## src/rtl/calc_pkg.sv

```systemverilog
// Shared definitions for the calculator BCD arithmetic sequencer:
// operator codes, sequencer state encoding, default digit count and
// a BCD digit-validity helper.
package calc_pkg;

    localparam int NDIG_DEF = 4;

    localparam logic [1:0] OP_ADD = 2'b00;
    localparam logic [1:0] OP_SUB = 2'b01;
    localparam logic [1:0] OP_MUL = 2'b10;
    localparam logic [1:0] OP_RSV = 2'b11;

    localparam logic [2:0] S_IDLE    = 3'd0;
    localparam logic [2:0] S_CHECK   = 3'd1;
    localparam logic [2:0] S_CMP     = 3'd2;
    localparam logic [2:0] S_ADDLOOP = 3'd3;
    localparam logic [2:0] S_SHIFT   = 3'd4;
    localparam logic [2:0] S_DONE    = 3'd5;

    function automatic logic bcd_digit_valid(input logic [3:0] d);
        return (d <= 4'd9);
    endfunction

endpackage

```

## src/rtl/bcd_digit_add.sv

```systemverilog
// Combinational single-digit BCD adder with decimal (+6) correction.
// Inputs are assumed to be valid BCD digits.
module bcd_digit_add (
    input  logic [3:0] a,
    input  logic [3:0] b,
    input  logic       cin,
    output logic [3:0] sum,
    output logic       cout
);

    logic [4:0] raw;
    logic [4:0] adj;

    assign raw  = {1'b0, a} + {1'b0, b} + {4'b0000, cin};
    assign cout = (raw > 5'd9);
    assign adj  = raw + 5'd6;
    assign sum  = cout ? adj[3:0] : raw[3:0];

endmodule

```

## src/rtl/alu_seq.sv

```systemverilog
// Digit-serial BCD add/sub/mul sequencer. One shared digit adder is stepped
// LSD-first across the operand; multiply is shift-and-repeated-add over the
// multiplier digits MSD-first. Results are published on entry to DONE.
module alu_seq
    import calc_pkg::*;
#(
    parameter int NDIG = NDIG_DEF
) (
    input  logic              clk,
    input  logic              resetn,
    input  logic              start,
    input  logic [1:0]        op,
    input  logic [4*NDIG-1:0] a_bcd,
    input  logic [4*NDIG-1:0] b_bcd,
    output logic              busy,
    output logic              done,
    output logic [4*NDIG-1:0] result,
    output logic              neg,
    output logic              err
);

    localparam int W  = 4 * NDIG;
    localparam int DW = (NDIG > 1) ? $clog2(NDIG) : 1;

    logic [2:0]    state_q, state_d;
    logic [1:0]    op_q, op_d;
    logic [W-1:0]  a_q, a_d, b_q, b_d, acc_q, acc_d;
    logic [DW-1:0] dig_q, dig_d, mdig_q, mdig_d;
    logic [3:0]    cnt_q, cnt_d;
    logic          carry_q, carry_d;
    logic          negw_q, negw_d;
    logic [W-1:0]  result_q, result_d;
    logic          neg_q, neg_d, err_q, err_d;

    logic [3:0]    a_dig [NDIG];
    logic [3:0]    b_dig [NDIG];
    logic [3:0]    acc_dig [NDIG];
    logic [NDIG-1:0] a_bad, b_bad;
    logic [W-1:0]  acc_upd;
    logic [W-1:0]  acc_shl;
    logic [3:0]    add_x, add_y, add_sum;
    logic          add_cin, add_cout;
    logic          last_dig;

    // Per-digit views of the working registers, validity flags, and the
    // accumulator with the current digit replaced by the adder output.
    for (genvar gi = 0; gi < NDIG; gi++) begin : g_dig
        assign a_dig[gi]   = a_q[4*gi +: 4];
        assign b_dig[gi]   = b_q[4*gi +: 4];
        assign acc_dig[gi] = acc_q[4*gi +: 4];
        assign a_bad[gi]   = !bcd_digit_valid(a_dig[gi]);
        assign b_bad[gi]   = !bcd_digit_valid(b_dig[gi]);
        assign acc_upd[4*gi +: 4] = (dig_q == DW'(gi)) ? add_sum : acc_dig[gi];
    end

    assign acc_shl  = {acc_q[W-5:0], 4'h0};
    assign last_dig = (dig_q == DW'(NDIG - 1));

    // Operand steering for the shared digit adder (sub uses 9's complement).
    always_comb begin
        add_x   = a_dig[dig_q];
        add_y   = b_dig[dig_q];
        add_cin = carry_q;
        if (op_q == OP_SUB) begin
            add_y = 4'd9 - b_dig[dig_q];
        end else if (op_q == OP_MUL) begin
            add_x = acc_dig[dig_q];
            add_y = a_dig[dig_q];
        end
    end

    bcd_digit_add u_add (
        .a    (add_x),
        .b    (add_y),
        .cin  (add_cin),
        .sum  (add_sum),
        .cout (add_cout)
    );

    // Sequencer next-state and datapath updates; outputs change only on DONE entry.
    always_comb begin
        state_d  = state_q;
        op_d     = op_q;
        a_d      = a_q;
        b_d      = b_q;
        acc_d    = acc_q;
        dig_d    = dig_q;
        mdig_d   = mdig_q;
        cnt_d    = cnt_q;
        carry_d  = carry_q;
        negw_d   = negw_q;
        result_d = result_q;
        neg_d    = neg_q;
        err_d    = err_q;
        case (state_q)
            S_IDLE: begin
                if (start) begin
                    a_d     = a_bcd;
                    b_d     = b_bcd;
                    op_d    = op;
                    negw_d  = 1'b0;
                    state_d = S_CHECK;
                end
            end
            S_CHECK: begin
                dig_d   = '0;
                carry_d = 1'b0;
                acc_d   = '0;
                if ((|a_bad) || (|b_bad) || (op_q == OP_RSV)) begin
                    result_d = '0; neg_d = 1'b0; err_d = 1'b1;
                    state_d  = S_DONE;
                end else if (op_q == OP_ADD) begin
                    state_d = S_ADDLOOP;
                end else if (op_q == OP_SUB) begin
                    state_d = S_CMP;
                end else begin
                    mdig_d  = DW'(NDIG - 1);
                    state_d = S_SHIFT;
                end
            end
            S_CMP: begin
                if (a_q < b_q) begin
                    a_d    = b_q;
                    b_d    = a_q;
                    negw_d = 1'b1;
                end
                dig_d   = '0;
                carry_d = 1'b1;
                state_d = S_ADDLOOP;
            end
            S_ADDLOOP: begin
                acc_d   = acc_upd;
                carry_d = add_cout;
                dig_d   = dig_q + DW'(1);
                if (last_dig) begin
                    if (op_q == OP_SUB) begin
                        result_d = acc_upd; neg_d = negw_q; err_d = 1'b0;
                        state_d  = S_DONE;
                    end else if (add_cout) begin
                        result_d = '0; neg_d = 1'b0; err_d = 1'b1;
                        state_d  = S_DONE;
                    end else if (op_q == OP_ADD) begin
                        result_d = acc_upd; neg_d = 1'b0; err_d = 1'b0;
                        state_d  = S_DONE;
                    end else if (cnt_q > 4'd1) begin
                        cnt_d   = cnt_q - 4'd1;
                        dig_d   = '0;
                        carry_d = 1'b0;
                    end else if (mdig_q == '0) begin
                        result_d = acc_upd; neg_d = 1'b0; err_d = 1'b0;
                        state_d  = S_DONE;
                    end else begin
                        mdig_d  = mdig_q - DW'(1);
                        state_d = S_SHIFT;
                    end
                end
            end
            S_SHIFT: begin
                if (acc_q[W-1 -: 4] != 4'h0) begin
                    result_d = '0; neg_d = 1'b0; err_d = 1'b1;
                    state_d  = S_DONE;
                end else begin
                    acc_d = acc_shl;
                    if (b_dig[mdig_q] == 4'h0) begin
                        if (mdig_q == '0) begin
                            result_d = acc_shl; neg_d = 1'b0; err_d = 1'b0;
                            state_d  = S_DONE;
                        end else begin
                            mdig_d = mdig_q - DW'(1);
                        end
                    end else begin
                        cnt_d   = b_dig[mdig_q];
                        dig_d   = '0;
                        carry_d = 1'b0;
                        state_d = S_ADDLOOP;
                    end
                end
            end
            S_DONE:  state_d = S_IDLE;
            default: state_d = S_IDLE;
        endcase
    end

    // State and datapath registers with asynchronous active-low reset.
    always_ff @(posedge clk or negedge resetn) begin
        if (!resetn) begin
            state_q  <= S_IDLE;
            op_q     <= OP_ADD;
            a_q      <= '0;
            b_q      <= '0;
            acc_q    <= '0;
            dig_q    <= '0;
            mdig_q   <= '0;
            cnt_q    <= '0;
            carry_q  <= 1'b0;
            negw_q   <= 1'b0;
            result_q <= '0;
            neg_q    <= 1'b0;
            err_q    <= 1'b0;
        end else begin
            state_q  <= state_d;
            op_q     <= op_d;
            a_q      <= a_d;
            b_q      <= b_d;
            acc_q    <= acc_d;
            dig_q    <= dig_d;
            mdig_q   <= mdig_d;
            cnt_q    <= cnt_d;
            carry_q  <= carry_d;
            negw_q   <= negw_d;
            result_q <= result_d;
            neg_q    <= neg_d;
            err_q    <= err_d;
        end
    end

    assign busy   = (state_q != S_IDLE);
    assign done   = (state_q == S_DONE);
    assign result = result_q;
    assign neg    = neg_q;
    assign err    = err_q;

endmodule

```

## config.mk

```make
export PLATFORM = sky130hd
export DESIGN_NAME = alu_seq
export DESIGN_NICKNAME = d
export VERILOG_FILES = /design/src/rtl/calc_pkg.sv /design/src/rtl/bcd_digit_add.sv /design/src/rtl/alu_seq.sv
export SDC_FILE = /design/constraint.sdc
export NUM_CORES = 1
export LEC_CHECK = 0
export CAP_MARGIN = 10
export CORE_UTILIZATION = 58
export CTS_CLUSTER_SIZE = 14
export DETAILED_ROUTE_END_ITERATION = 7
export PLACE_DENSITY = 0.81
export SLEW_MARGIN = 20
export SYNTH_ARGS = -nofsm -noshare
export SYNTH_HDL_FRONTEND = slang
export SYNTH_SLANG_ARGS = --single-unit
```

## constraint.sdc

```tcl
create_clock -name clk -period 5.5 [get_ports clk]
set_input_delay 0.825 -clock clk [delete_from_list [all_inputs] [get_ports clk]]
set_output_delay 0.825 -clock clk [all_outputs]
set_load 0.02 [all_outputs]
```

* Word level (Yosys, flattened, before mapping) *
Index checks and enable logic that the tools add are counted.

word-level totals
  register bits after elaboration = 81
  logic and storage cells = 212

operators by class
  $add $sub $neg = 7
  order comparisons = 13
  equal/unequal tests = 31
  multiplexer cells = 111
  bitwise operators = 2
  reduce and logical (&&, ||, !) cells = 35

operator list
  operator            number
  $mux 16             15
  $mux 4              24
  $pmux 16 s3         2
  $pmux 16 s2         2
  $mux 2              18
  $mux 3              12
  $bmux 4 s2          4
  $le 4x4->1 const B  8
  $ne 2x2->1 const B  15
  $mux 1              26
  $lt 16x16->1        1
  $pmux 3 s5          1
  $pmux 2 s3          2
  $reduce_and 11->1   1
  $ne 5x5->1 const B  2
  $reduce_and 3->1    3
  $reduce_bool 3->1   3
  $eq 2x2->1 const B  4
  $logic_not 1->1     8
  $pmux 4 s2          1
  $reduce_and 8->1    1
  $reduce_bool 4->1   2
  $reduce_or 4->1     2
  $reduce_and 7->1    1
  other kinds (29)    41

* Depth between registers and ports, before layout *
  word-level depth = 18
  mapped depth = 19

* Modules after synthesis *
A second synthesis with hierarchy kept.

second synthesis, totals
  cell total of the unflattened synthesis = 535
  area total of the unflattened synthesis = 5464.0 sq um

modules (own cells, without submodules)
  module         instances  cells an instance  area an instance (sq um)  sequential area each (sq um)
  alu_seq        1          513                5252.5                    2026.9
  bcd_digit_add  1          22                 211.5                     0.0

* Least setup slack after synthesis *
OpenSTA, ideal clock, no wires.

  kind = register to register
  start = register dig_q[0]
  end = register result_q[10] (netlist: result[10])
  library setup time = 0.125 ns
  arrival time = 4.627 ns
  path slack = 0.748 ns
  stages on the path, launching flop included = 16
  path buffers = 2
  clock period less this slack = 4.752 ns
  cells stage by stage = dfrtp_1 buf_1 mux4_2 mux2_2 fa_1 inv_1 fa_1 ha_1 a21boi_0 a211o_1 nand2_1 o32ai_1 or3_4 o21bai_4 buf_6 mux2_4

on the way
  longest elaborated chain between the ends = 18
  elaborated cells on any way between the ends = 34
  those cells by class = add/sub (4); order compare (1); eq/ne (5); mux (22); bitwise (1); reduce/logical (1)

RTL lines
  element                                           line                                      RTL
  start: declaration                                alu_seq.sv:28                             logic [DW-1:0] dig_q, dig_d, mdig_q, mdig_d;
  start signal: assignment                          alu_seq.sv:206                            dig_q <= dig_d;
  $not 2->3 (implied by the code)                   --
  $bmux 4 s2 (on tied branches)                     --
  $mux 4 (on tied branches) (2 in series)           --
  $sub 4x4->4 / $mux 4 (equally long branches)      alu_seq.sv:65, alu_seq.sv:66
  $mux 4                                            alu_seq.sv:64                             if (op_q == OP_SUB) begin
  $add 4x4->5                                       bcd_digit_add.sv:14                       assign raw = {1'b0, a} + {1'b0, b} + {4'b0000, cin};
  $add 5x1->5                                       bcd_digit_add.sv:14
  $add 4x3->4 / $gt 5x4->1 (equally long branches)  bcd_digit_add.sv:16, bcd_digit_add.sv:15
  $mux 4                                            bcd_digit_add.sv:17                       assign sum = cout ? adj[3:0] : raw[3:0];
  $mux 4                                            alu_seq.sv:53                             assign acc_upd[4*gi +: 4] = (dig_q == DW'(gi)) ? add_sum : acc_dig[gi];
  $mux 16                                           alu_seq.sv:149                            end else if (mdig_q == '0) begin
  $mux 16                                           alu_seq.sv:145                            end else if (cnt_q > 4'd1) begin
  $mux 16                                           alu_seq.sv:142                            end else if (op_q == OP_ADD) begin
  $mux 16                                           alu_seq.sv:139                            end else if (add_cout) begin
  $mux 16                                           alu_seq.sv:136                            if (op_q == OP_SUB) begin
  $mux 16                                           alu_seq.sv:135                            if (last_dig) begin
  $pmux 16 s3                                       alu_seq.sv:95                             case (state_q)
  end signal: assignment                            alu_seq.sv:211                            result_q <= result_d;
  end: declaration                                  alu_seq.sv:32                             logic [W-1:0] result_q, result_d;

Parallel ways exist; a longest one is shown, timed or not. The select of a mux whose other input is x is not followed.
A chain may end at the register's enable or synchronous reset.

* Final worst setup path *
  start = register dig_q[0]
  end = register result_q[5] (netlist: result[5])

Same word-level chain as after synthesis.

==> flow_summary.ini <==
[grt]
grt_max_degree = 82
grt_pass1_wl_um = 24500
grtUsageTotal_pct = 32.1
grt_pass1_vias = 4788
grt-ovfl-total = 0
antenna_found_initial = 0

[place]
gp_congestion = 0.934
hpwl_um = 11000
place_inst = 688
place_area_sq_um = 6140
port-buffer-count = 56

[clocking]
numCtsBuffers = 9
clk_pin_slew_ns = 0.09
cts.repair.resized = 0
holdBufCountCts = 0
tritoncts = done
insertion_delay_ns = 0.36
clock_tree.root_cell = clkbuf_8
ctsHtreeMaxLevel = 3
cts_setup_buffers = 0
clockBufferDepth = 2
clock-sinks = 81

[yosys]
syn_avg_cell_area_sq_um = 10.1
synth_top_area_share_pct = 36.8
synth_edf_count = 0
yosysTopAreaCell = dfrtp_1
synth-seq-area-share_pct = 36.8
yosys_register_bits = 81
synth_ff_type = dfrtp_1
yosys_warnings = 0
netlist_area_sq_um = 5500
yosys-top-cells-area = dfrtp_1 37%, o221a_2 6.5%, ha_1 6.4%, mux4_2 4.9%, or3_1 4.1%
synth_nets = 614
synthCells = 547
synth-async-reset-ratio_pct = 100
yosys.cell_types.count = 64

[timing]
rsz0062_at_grt = false
finalHoldViolCount = 0
setup_tns_ns = 0
period_minus_slack_ns = 5.06
slew_viol_final = 0
fmaxAchievable_mhz = 198
relSlewSlack_pct = 46.0
setup_viol = 0
finClkSkew_ns = 0.0111
tightest_slew_ns = 0.809
post-route-period-util_pct = 92.0

[floorplan]
start_util_pct = 59.8
die_h_um = 99.4
placementRows = 35
boundaryPins = 57
die_x_um = 99.4
dieArea_sq_um = 9880
coreArea_sq_um = 9200

[route]
drt-initial-drc-count = 384
antenna_left = 0
routedWlPerCell_um = 21.5
drc = 0
drt_wl_total_um = 15100
viasPerCell = 6.74
dr.pass1.iters = 5
vias = 4742

[final_layout]
fin_cells = 704
layout-drive-gt1-share_pct = 17.2
area_delta_synth_final_pct = 15.2
antenna_cells = 0
fin_nets = 655
layout_commonest_cell = dfrtp_1
design_area_sq_um = 6340
final_cell_mix = 81 x dfrtp_1, 55 x clkdlybuf4s50_1, 40 x o21ai_0

[setup_path]
crit_chain = mux4_2 > mux2_2 > fa_1 > inv_1 > fa_1 > ha_1 > a21boi_0 > o41ai_2 > xor2_1 > a21oi_1 > a22o_1 > mux2_4
critPathTopFamily = compound AO/OA/AOI/OAI gates
crit_type = reg -> reg
critical_path_depth = 12
crit_slowest_cell = dfrtp_1
critPathMaxStageDelay_ns = 0.84
reg2reg_depth = 12
crit_buf_inv = 1
path_common_cell = fa_1
setup.worst_path.start_class = flip-flop
endpoint_kind = flip-flop
path_max_fanout = 15
required_ns = 5.75
arrival_ns = 5.31

[status]
status = finished clean

[job]
maxCapViolations = 0

[min_path]
min_path_type = in -> async
-- registers in the layout, indices dropped and copies added (netlist names) --
name,cells
state_q,3
b_q,16
neg,1
mdig_q,2
acc_q,16
err,1
cnt_q,4
dig_q,2
a_q,16
result,16
add_cin,1
negw_q,1
op_q,2
-- per-stage QoR --
| step | hold slack, ns | utilization (%) | setup WS (ns) |
|---|---|---|---|
| 2_1_floorplan | 0.480 | - | 0.748 |
| 3_3_place_gp | 0.490 | 66.7 | 0.664 |
| 3_5_place_dp | 0.493 | 66.7 | 0.508 |
| 4_1_cts | 0.517 | 68.9 | 0.494 |
| 5_1_grt | 0.533 | 68.9 | 0.216 |
| 6_report | 0.497 | 68.9 | 0.442 |
-- path summary, 6_finish.rpt --
path / from / end / slack (ns)
worst max-delay path: dig_q[0] / result[5] / 0.44
worst min-delay path: resetn / b_q[1] / 0.50
worst max register to register: dig_q[0] / result[5] / 0.44
worst min register to register: result[1] / result[1] / 0.51
max in group asynchronous: resetn / acc_q[1] / 4.50
min in group clk: result[1] / result[1] / 0.51
-- routing by layer --
metal / up-vias / GRT usage (%) / wire [um]
met1: 2321 / 44.1 / 6440
met5: - / 0 / 0
met3: 37 / 7.17 / 1170
met4: 0 / 11.9 / 404
li1: 2153 / - / -
met2: 231 / 50.3 / 7090
-- cells in the mapped netlist (all sizes together), types with 7 or more instances --
cell / number
a21o: 7
a21oi: 35
a22o: 12
clkbuf: 34
dfrtp: 81
ha: 28
inv: 38
mux2: 22
mux2i: 11
mux4: 16
nand2: 27
nand2b: 7
nor2: 37
o21ai: 41
o221a: 32
or3: 37
-- layout make-up --
class,instances,area [sq um]
tap,111,139
fill,735,2860
sequential,81,2030
timing repair buffer,66,637
clock inverter,5,55.1
inverter,39,148
clock buffer,11,141
multi-input combinational,391,3190
-- logic make-up after synthesis --
family          count (synthesis)  synth area share [%]
compound gates                173                  23.7
simple gates                  135                  12.6
flops                          81                  36.8
buf+inv                        75                  5.28
mux                            49                  13.9
fa+ha+maj                      30                  7.10
xor+xnor                        4                 0.637
Power is not shown: default switching activity piles up to over one toggle a cycle in this logic, so the estimate is an artifact.
